## config.mk

```make
export PLATFORM = sky130hd
export DESIGN_NAME = minmax_tracker_16b
export DESIGN_NICKNAME = d
export VERILOG_FILES = /design/src/rtl/minmax_pkg.sv /design/src/rtl/cmp_16b_str.sv /design/src/rtl/minmax_tracker_16b.sv
export SDC_FILE = /design/constraint.sdc
export NUM_CORES = 1
export LEC_CHECK = 0
export ABC_CLOCK_PERIOD_IN_PS = 3200
export CAP_MARGIN = 20
export CORE_ASPECT_RATIO = 0.75
export CORE_MARGIN = 2
export CORE_UTILIZATION = 45
export DETAILED_ROUTE_END_ITERATION = 8
export HOLD_SLACK_MARGIN = 0.15
export PLACE_DENSITY = 0.72
export SYNTH_ARGS = -nofsm -noshare
export SYNTH_HDL_FRONTEND = slang
export SYNTH_SLANG_ARGS = --single-unit
```

## constraint.sdc

```tcl
create_clock -name clk -period 3.2 [get_ports clk]
set_input_delay 0.64 -clock clk [delete_from_list [all_inputs] [get_ports clk]]
set_output_delay 0.64 -clock clk [all_outputs]
set_load 0.01 [all_outputs]
```

## src/rtl/minmax_pkg.sv

```systemverilog
// Shared constants and types for the min/max frame tracker.
// State encoding and data width used by the top and comparator.
package minmax_pkg;

    localparam int DATA_W = 16;

    typedef enum logic [1:0] {
        ST_IDLE   = 2'd0,
        ST_ACCUM  = 2'd1,
        ST_REPORT = 2'd2
    } state_e;

endpackage

```

## src/rtl/cmp_16b_str.sv

```systemverilog
// Unsigned 16-bit magnitude comparator.
// Purely combinational; feeds the min/max register enables.
module cmp_16b_str
    import minmax_pkg::*;
(
    input  logic [DATA_W-1:0] a,
    input  logic [DATA_W-1:0] b,
    output logic              a_is_smaller,
    output logic              a_is_greater,
    output logic              a_is_equal
);

    // Unsigned compare of a against b
    always_comb begin
        a_is_smaller = (a < b);
        a_is_greater = (a > b);
        a_is_equal   = (a == b);
    end

endmodule

```

## src/rtl/minmax_tracker_16b.sv

```systemverilog
// Streaming per-frame min/max/count tracker.
// Result is registered and held until the consumer takes it.
module minmax_tracker_16b
    import minmax_pkg::*;
#(
    parameter int CNT_W = 8
) (
    input  logic              clk,
    input  logic              rst_n,
    input  logic              in_valid,
    output logic              in_ready,
    input  logic [DATA_W-1:0] in_data,
    input  logic              in_last,
    output logic              out_valid,
    input  logic              out_ready,
    output logic [DATA_W-1:0] out_min,
    output logic [DATA_W-1:0] out_max,
    output logic [CNT_W-1:0]  out_count,
    output logic              out_overflow
);

    state_e             state_q, state_d;
    logic               in_ready_q, in_ready_d;
    logic               out_valid_q, out_valid_d;
    logic [DATA_W-1:0]  min_q, min_d;
    logic [DATA_W-1:0]  max_q, max_d;
    logic [CNT_W-1:0]   cnt_q, cnt_d;
    logic               ovf_q, ovf_d;
    logic [DATA_W-1:0]  omin_q, omin_d;
    logic [DATA_W-1:0]  omax_q, omax_d;
    logic [CNT_W-1:0]   ocnt_q, ocnt_d;
    logic               oovf_q, oovf_d;

    logic accept;
    logic lt_min, gt_max;
    logic eq_min, eq_max;

    cmp_16b_str u_cmp_min (
        .a            (in_data),
        .b            (min_q),
        .a_is_smaller (lt_min),
        .a_is_greater (),
        .a_is_equal   (eq_min)
    );

    cmp_16b_str u_cmp_max (
        .a            (in_data),
        .b            (max_q),
        .a_is_smaller (),
        .a_is_greater (gt_max),
        .a_is_equal   (eq_max)
    );

    assign accept = in_valid && in_ready_q;

    // Next-state, accumulator update and result capture
    always_comb begin
        state_d = state_q;
        min_d   = min_q;
        max_d   = max_q;
        cnt_d   = cnt_q;
        ovf_d   = ovf_q;
        unique case (state_q)
            ST_IDLE: begin
                if (accept) begin
                    min_d   = in_data;
                    max_d   = in_data;
                    cnt_d   = CNT_W'(1);
                    ovf_d   = 1'b0;
                    state_d = in_last ? ST_REPORT : ST_ACCUM;
                end
            end
            ST_ACCUM: begin
                if (accept) begin
                    if (lt_min) min_d = in_data;
                    if (gt_max) max_d = in_data;
                    if (&cnt_q) ovf_d = 1'b1;
                    else        cnt_d = cnt_q + CNT_W'(1);
                    state_d = in_last ? ST_REPORT : ST_ACCUM;
                end
            end
            ST_REPORT: begin
                if (out_ready) state_d = ST_IDLE;
            end
            default: state_d = ST_IDLE;
        endcase

        // Outputs only move on the edge that takes the last sample
        if (accept && in_last) begin
            omin_d = min_d;
            omax_d = max_d;
            ocnt_d = cnt_d;
            oovf_d = ovf_d;
        end else begin
            omin_d = omin_q;
            omax_d = omax_q;
            ocnt_d = ocnt_q;
            oovf_d = oovf_q;
        end

        in_ready_d  = (state_d != ST_REPORT);
        out_valid_d = (state_d == ST_REPORT);
    end

    // FSM, accumulators and registered outputs
    always_ff @(posedge clk or negedge rst_n) begin
        if (!rst_n) begin
            state_q     <= ST_IDLE;
            in_ready_q  <= 1'b0;
            out_valid_q <= 1'b0;
            min_q       <= '0;
            max_q       <= '0;
            cnt_q       <= '0;
            ovf_q       <= 1'b0;
            omin_q      <= '0;
            omax_q      <= '0;
            ocnt_q      <= '0;
            oovf_q      <= 1'b0;
        end else begin
            state_q     <= state_d;
            in_ready_q  <= in_ready_d;
            out_valid_q <= out_valid_d;
            min_q       <= min_d;
            max_q       <= max_d;
            cnt_q       <= cnt_d;
            ovf_q       <= ovf_d;
            omin_q      <= omin_d;
            omax_q      <= omax_d;
            ocnt_q      <= ocnt_d;
            oovf_q      <= oovf_d;
        end
    end

    assign in_ready     = in_ready_q;
    assign out_valid    = out_valid_q;
    assign out_min      = omin_q;
    assign out_max      = omax_q;
    assign out_count    = ocnt_q;
    assign out_overflow = oovf_q;

endmodule
```

**Yosys cells after proc, flatten, opt, wreduce, memory -nomap -nowiden**

Index checks and enable logic that the tools add are counted.

- Register bits after elaboration: 86
- Input bits: 21
- Output and inout bits: 43
- Logic and storage cells: 43

- $add $sub $neg: 1
- Magnitude comparators: 2
- Eq/ne operators: 4
- Muxes and demuxes: 20
- Reduce and logical (&&, ||, !) cells: 5

Operator list:

| cell | count |
|---|---|
| two-way mux 16 bit | 6 |
| case mux 16 bit (2 select lines) | 2 |
| two-way mux 8 bit | 3 |
| > comparator 16 bit | 1 |
| < comparator 16 bit | 1 |
| case mux 8 bit (2 select lines) | 1 |
| adder 8 x 1 -> 8 bit (second input constant) | 1 |
| AND reduction 8 bit | 1 |
| two-way mux 2 bit | 3 |
| equality test 2 bit (second input constant) | 2 |
| case mux 2 bit (2 select lines) | 1 |
| two-way mux 1 bit | 3 |
| equality test 2 x 1 -> 1 bit (second input constant) | 1 |
| logical AND 1 bit | 2 |
| logical NOT 2 bit | 1 |
| != test 2 bit (second input constant) | 1 |
| case mux 1 bit (2 select lines) | 1 |
| OR reduction 2 bit | 1 |

**Logic depth before layout (Yosys ltp)**

- Word-level depth: 4
- Depth in mapped cells: 11

**Cells and area by module**

Synthesis repeated with hierarchy kept, for this count alone.

- Cells, all modules: 354
- Area, all modules: 4424.2 µm²

Modules (own cells, without submodules):

| module | instances | cells each | area each (µm²) |
|---|---|---|---|
| minmax_tracker_16b | 1 | 238 | 3598.5 |
| cmp_16b_str | 2 | 58 | 412.9 |

**Least setup slack after synthesis**

OpenSTA, ideal clock, no wires.

- Kind: in2reg
- From: in in_data[5]
- To: reg omin_q[10], in the netlist out_min[10]
- Library setup time: 0.087 ns
- Arrival time: 2.413 ns
- Required time: 3.113 ns
- Slack: 0.701 ns
- Stages on the path: 8
- Path through: ha_1 a21o_1 a221o_1 a211oi_2 o211ai_2 buf_6 or3_1 o211ai_1

- Word-level cells in the longest chain between the ends: 4

Ends and longest elaborated chain:

| what | RTL line | source |
|---|---|---|
| start: declaration | minmax_tracker_16b.sv:12 | `input logic [DATA_W-1:0] in_data,` |
| < comparator 16 bit | cmp_16b_str.sv:15 | `a_is_smaller = (a < b);` |
| two-way mux 16 bit | minmax_tracker_16b.sv:75 | `if (lt_min) min_d = in_data;` |
| two-way mux 16 bit | minmax_tracker_16b.sv:74 | `if (accept) begin` |
| case mux 16 bit (2 select lines) | minmax_tracker_16b.sv:63 | `unique case (state_q)` |
| end signal: assignment | minmax_tracker_16b.sv:127 | `omin_q <= omin_d;` |
| end: declaration | minmax_tracker_16b.sv:29 | `logic [DATA_W-1:0] omin_q, omin_d;` |

No other way between the ends.
A chain may end at the register's enable or synchronous reset.

**Worst setup path in the final report**

- From: in in_data[13]
- To: reg min_q[8]

- Word-level cells in the longest chain between the ends: 4

Ends and longest elaborated chain:

| what | RTL line | source |
|---|---|---|
| < comparator 16 bit | cmp_16b_str.sv:15 |  |
| two-way mux 16 bit | minmax_tracker_16b.sv:75 |  |
| two-way mux 16 bit | minmax_tracker_16b.sv:74 |  |
| case mux 16 bit (2 select lines) | minmax_tracker_16b.sv:63 |  |
| named net min_d[8] | minmax_tracker_16b.sv:25 | `logic [DATA_W-1:0] min_q, min_d;` |
| end signal: assignment | minmax_tracker_16b.sv:123 | `min_q <= min_d;` |
| end: declaration | minmax_tracker_16b.sv:25 |  |

The timed path passes the listed nets, and every way through them passes these cells.

==> out/metrics.cfg <==
[global_routing]
grt_max_degree = 46
gr-total-overflow = 0
grt_pass1_wl_um = 27220
grt_pass1_vias = 5369
grt_usage_pct = 25.58
grt_antenna_before_repair = 0

[timing]
min_period_over_period_pct = 92.92
fmax_mhz = 336.3
worstMarginPinSlew_ps = 824.1
skew_ps = 5.980
timing.slew.headroom_pct = 45.06
rsz0062_at_grt = false
setup_violations = 0
setup_slack_ps = 226.4
worst_hold_slack_ps = 289.5
min_period_ps = 2974
hold_viol_final = 0
slew_viol_final = 0

[run_status]
status = finished clean

[synth]
synth_compound_area_share_pct = 27.82
synthMuxAreaShare_pct = 4.885
syn_nets = 645
ys_seq_area_share_pct = 39.45
synth_xor_area_share_pct = 0.1606
synthArstFlopShare_pct = 100.0
synthAdderAreaFrac_pct = 7.339
synth_top_area_cell = dfrtp_1
synth_ff_type = dfrtp_1
synth_top_area_share_pct = 39.45
synth.avg_cell_area_um2 = 9.215
synthCells = 592
yosysWarnings = 0
synthSimpleGateAreaFrac_pct = 14.08
yosys_register_bits = 86
synth.cell_area_um2 = 5455
synth_area_leaders = dfrtp_1 (39%), ha_1 (7.3%), o211ai_1 (6.5%)
synthDistinctLibCells = 46
synth_top_family_by_area = compound AO/OA/AOI/OAI gates
synth_edf_count = 0

[pwr]
power_density_nw_per_um2 = 850.2
power.leakage_nw = 2.756
vdd.ir_drop.worst_uv = 429.2
design_power_total_mw = 5.776

[clock_network]
clkTransAtPathRegs_ps = 70
cts-resized-gates = 0
htreeDepth = 3
cts_num_sinks = 86
cts_setup_buffers = 0
worst_skew_pair.late_latency_ps = 340
clockRootBuffer = clkbuf_16
postCtsHoldBufs = 0
clockBufferDepth = 2
cts_tree = built
cts_buffers = 9

[route]
dr.first_iter.drc_count = 560
vias_per_cell = 6.421
ant_nets = 0
drc = 0
dr.pass1.iters = 5
vias = 5336
routed_wirelength_um = 16470
wl_per_cell_um = 19.82

[min_path]
min_path_type = primary input to async pin

[worst_setup_path]
cp_max_fo = 17
startpoint = in_data[13]
r2r_slack_ps = 600
crit_buf_inv = 2
slowest_stage = clkdlybuf4s50_1
ff2ff_path_depth = 9
startpoint_type = primary input
cp.required_ps = 3410
cp_common_cell = nand4_1
critPathKind = primary input to flip-flop
critPathArrivalTime_ps = 3180
endpoint_kind = flip-flop
r2r_end = min_q[8]$_DFF_PN0_
cpPeakStageDelay_ps = 550
critPathTopFamily = buffers and inverters
reg2reg_from = min_q[14]$_DFF_PN0_
path_cells = clkdlybuf4s50_1 > ha_1 > nand4_1 > nor3_2 > nand4_1 > o211ai_2 > nor2_1 > buf_4 > o311ai_0

[floorplan]
die_w_um = 131.1
chipHeight_um = 99.35
core_region_area_um2 = 11700
io_pins = 64
design.die.area_um2 = 13030
num_rows = 34
start_util_pct = 46.63

[flow_run]
drv_cap = 0

[layout]
antenna_cells = 0
layout-drive-gt1-share_pct = 11.51
fillers = 1003
syn_to_final_growth_pct = 24.54
fin_nets = 717
multi_input_area_um2 = 2970
regArea_um2 = 2153

[placement]
io_buffers = 63
pre_cts_slack_ps = -81.75
dp_hpwl_um = 11150
place_congestion = 0.8699

-- metal layers --
layer | part of all wire (%) | global-route usage [%] | vias to the layer above
met2 | 47 | 41.34 | 235
li1 | - | - | 2439
met4 | 1.5 | 7.191 | 0
met3 | 6.5 | 4.383 | 22
met1 | 45 | 35.82 | 2640
met5 | 0 | 0 | -
-- area by class of cell --
cell class	instances	share of cell area, %
multi-input combinational	423	43.72
sequential	86	31.69
timing repair buffer	110	14.99
clock buffer	9	3.315
tap	162	2.983
inverter	34	1.878
clock inverter	7	1.418
-- state kept, by name (all words and copies together), names as in the netlist, 2 cells and up --
register,flops
cnt_q,8
out_min,16
min_q,16
state_q,2
out_count,8
max_q,16
out_max,16
-- worst max-delay path by stage --
stage	cells after the start	to
final	9	min_q[8]$_DFF_PN0_
after floorplan	8	out_min[10]$_DFFE_PN0P_
after global routing	9	out_max[10]$_DFFE_PN0P_
after CTS	9	min_q[8]$_DFF_PN0_
after detailed placement	9	min_q[8]$_DFF_PN0_
after global placement	9	out_min[3]$_DFFE_PN0P_
-- where the power goes --
group | total (mW) | internal (mW) | switching, mW
clock | 1.15 | 0.689 | 0.464
sequential | 2.02 | 1.54 | 0.482
combinational | 2.60 | 1.23 | 1.38
total | 5.78 | 3.45 | 2.32
-- stage by stage --
stage | area (um2) | TNS [ps] | utilization, % | cells
floorplan | 5455 | 0 | - | 592
global placement | 6472 | 0 | 55.33 | 815
detailed placement | 6472 | -1712 | 55.33 | 815
CTS | 6794 | 0 | 58.07 | 831
global route | 6794 | 0 | 58.07 | 831
finish | 6794 | 0 | 58.07 | 831
-- cells by family (layout without fill, tap and decap cells) --
group | after synthesis | after routing
muxes | 26 | 26
adders and majority gates | 32 | 32
AOI/OAI and AO/OA | 209 | 209
DFF | 86 | 86
buffers and inverters | 83 | 160
xor gates and xnor gates | 1 | 1
and+or+nand+nor | 155 | 155
-- synthesized netlist by cell type (16+ instances only) --
| cell | number |
|---|---|
| nor2_1 | 28 |
| ha_1 | 32 |
| a22oi_1 | 16 |
| o221ai_1 | 16 |
| clkbuf_1 | 39 |
| nor3_1 | 20 |
| nand4_1 | 22 |
| o21ai_0 | 39 |
| nand2_1 | 44 |
| a21oi_1 | 30 |
| a221oi_1 | 16 |
| dfrtp_1 | 86 |
| o211ai_1 | 47 |
| a221o_1 | 18 |
| inv_1 | 34 |
| mux2i_1 | 21 |
-- layout by cell type, fill, tap and decap left out, drive strengths merged, types with 4 or more instances in the layout --
| cell type | instances |
|---|---|
| a21oi | 30 |
| a221o | 18 |
| a221oi | 16 |
| a22oi | 16 |
| buf | 48 |
| clkbuf | 9 |
| clkdlybuf4s50 | 62 |
| dfrtp | 86 |
| ha | 32 |
| inv | 36 |
| mux2 | 5 |
| mux2i | 21 |
| nand2 | 44 |
| nand2b | 4 |
| nand3 | 7 |
| nand4 | 22 |
| nor2 | 28 |
| nor2b | 4 |
| nor3 | 22 |
| o211ai | 48 |
| o21ai | 39 |
| o221ai | 16 |
| o311ai | 15 |
| or3 | 15 |
Power figures use the tool's default switching activity.
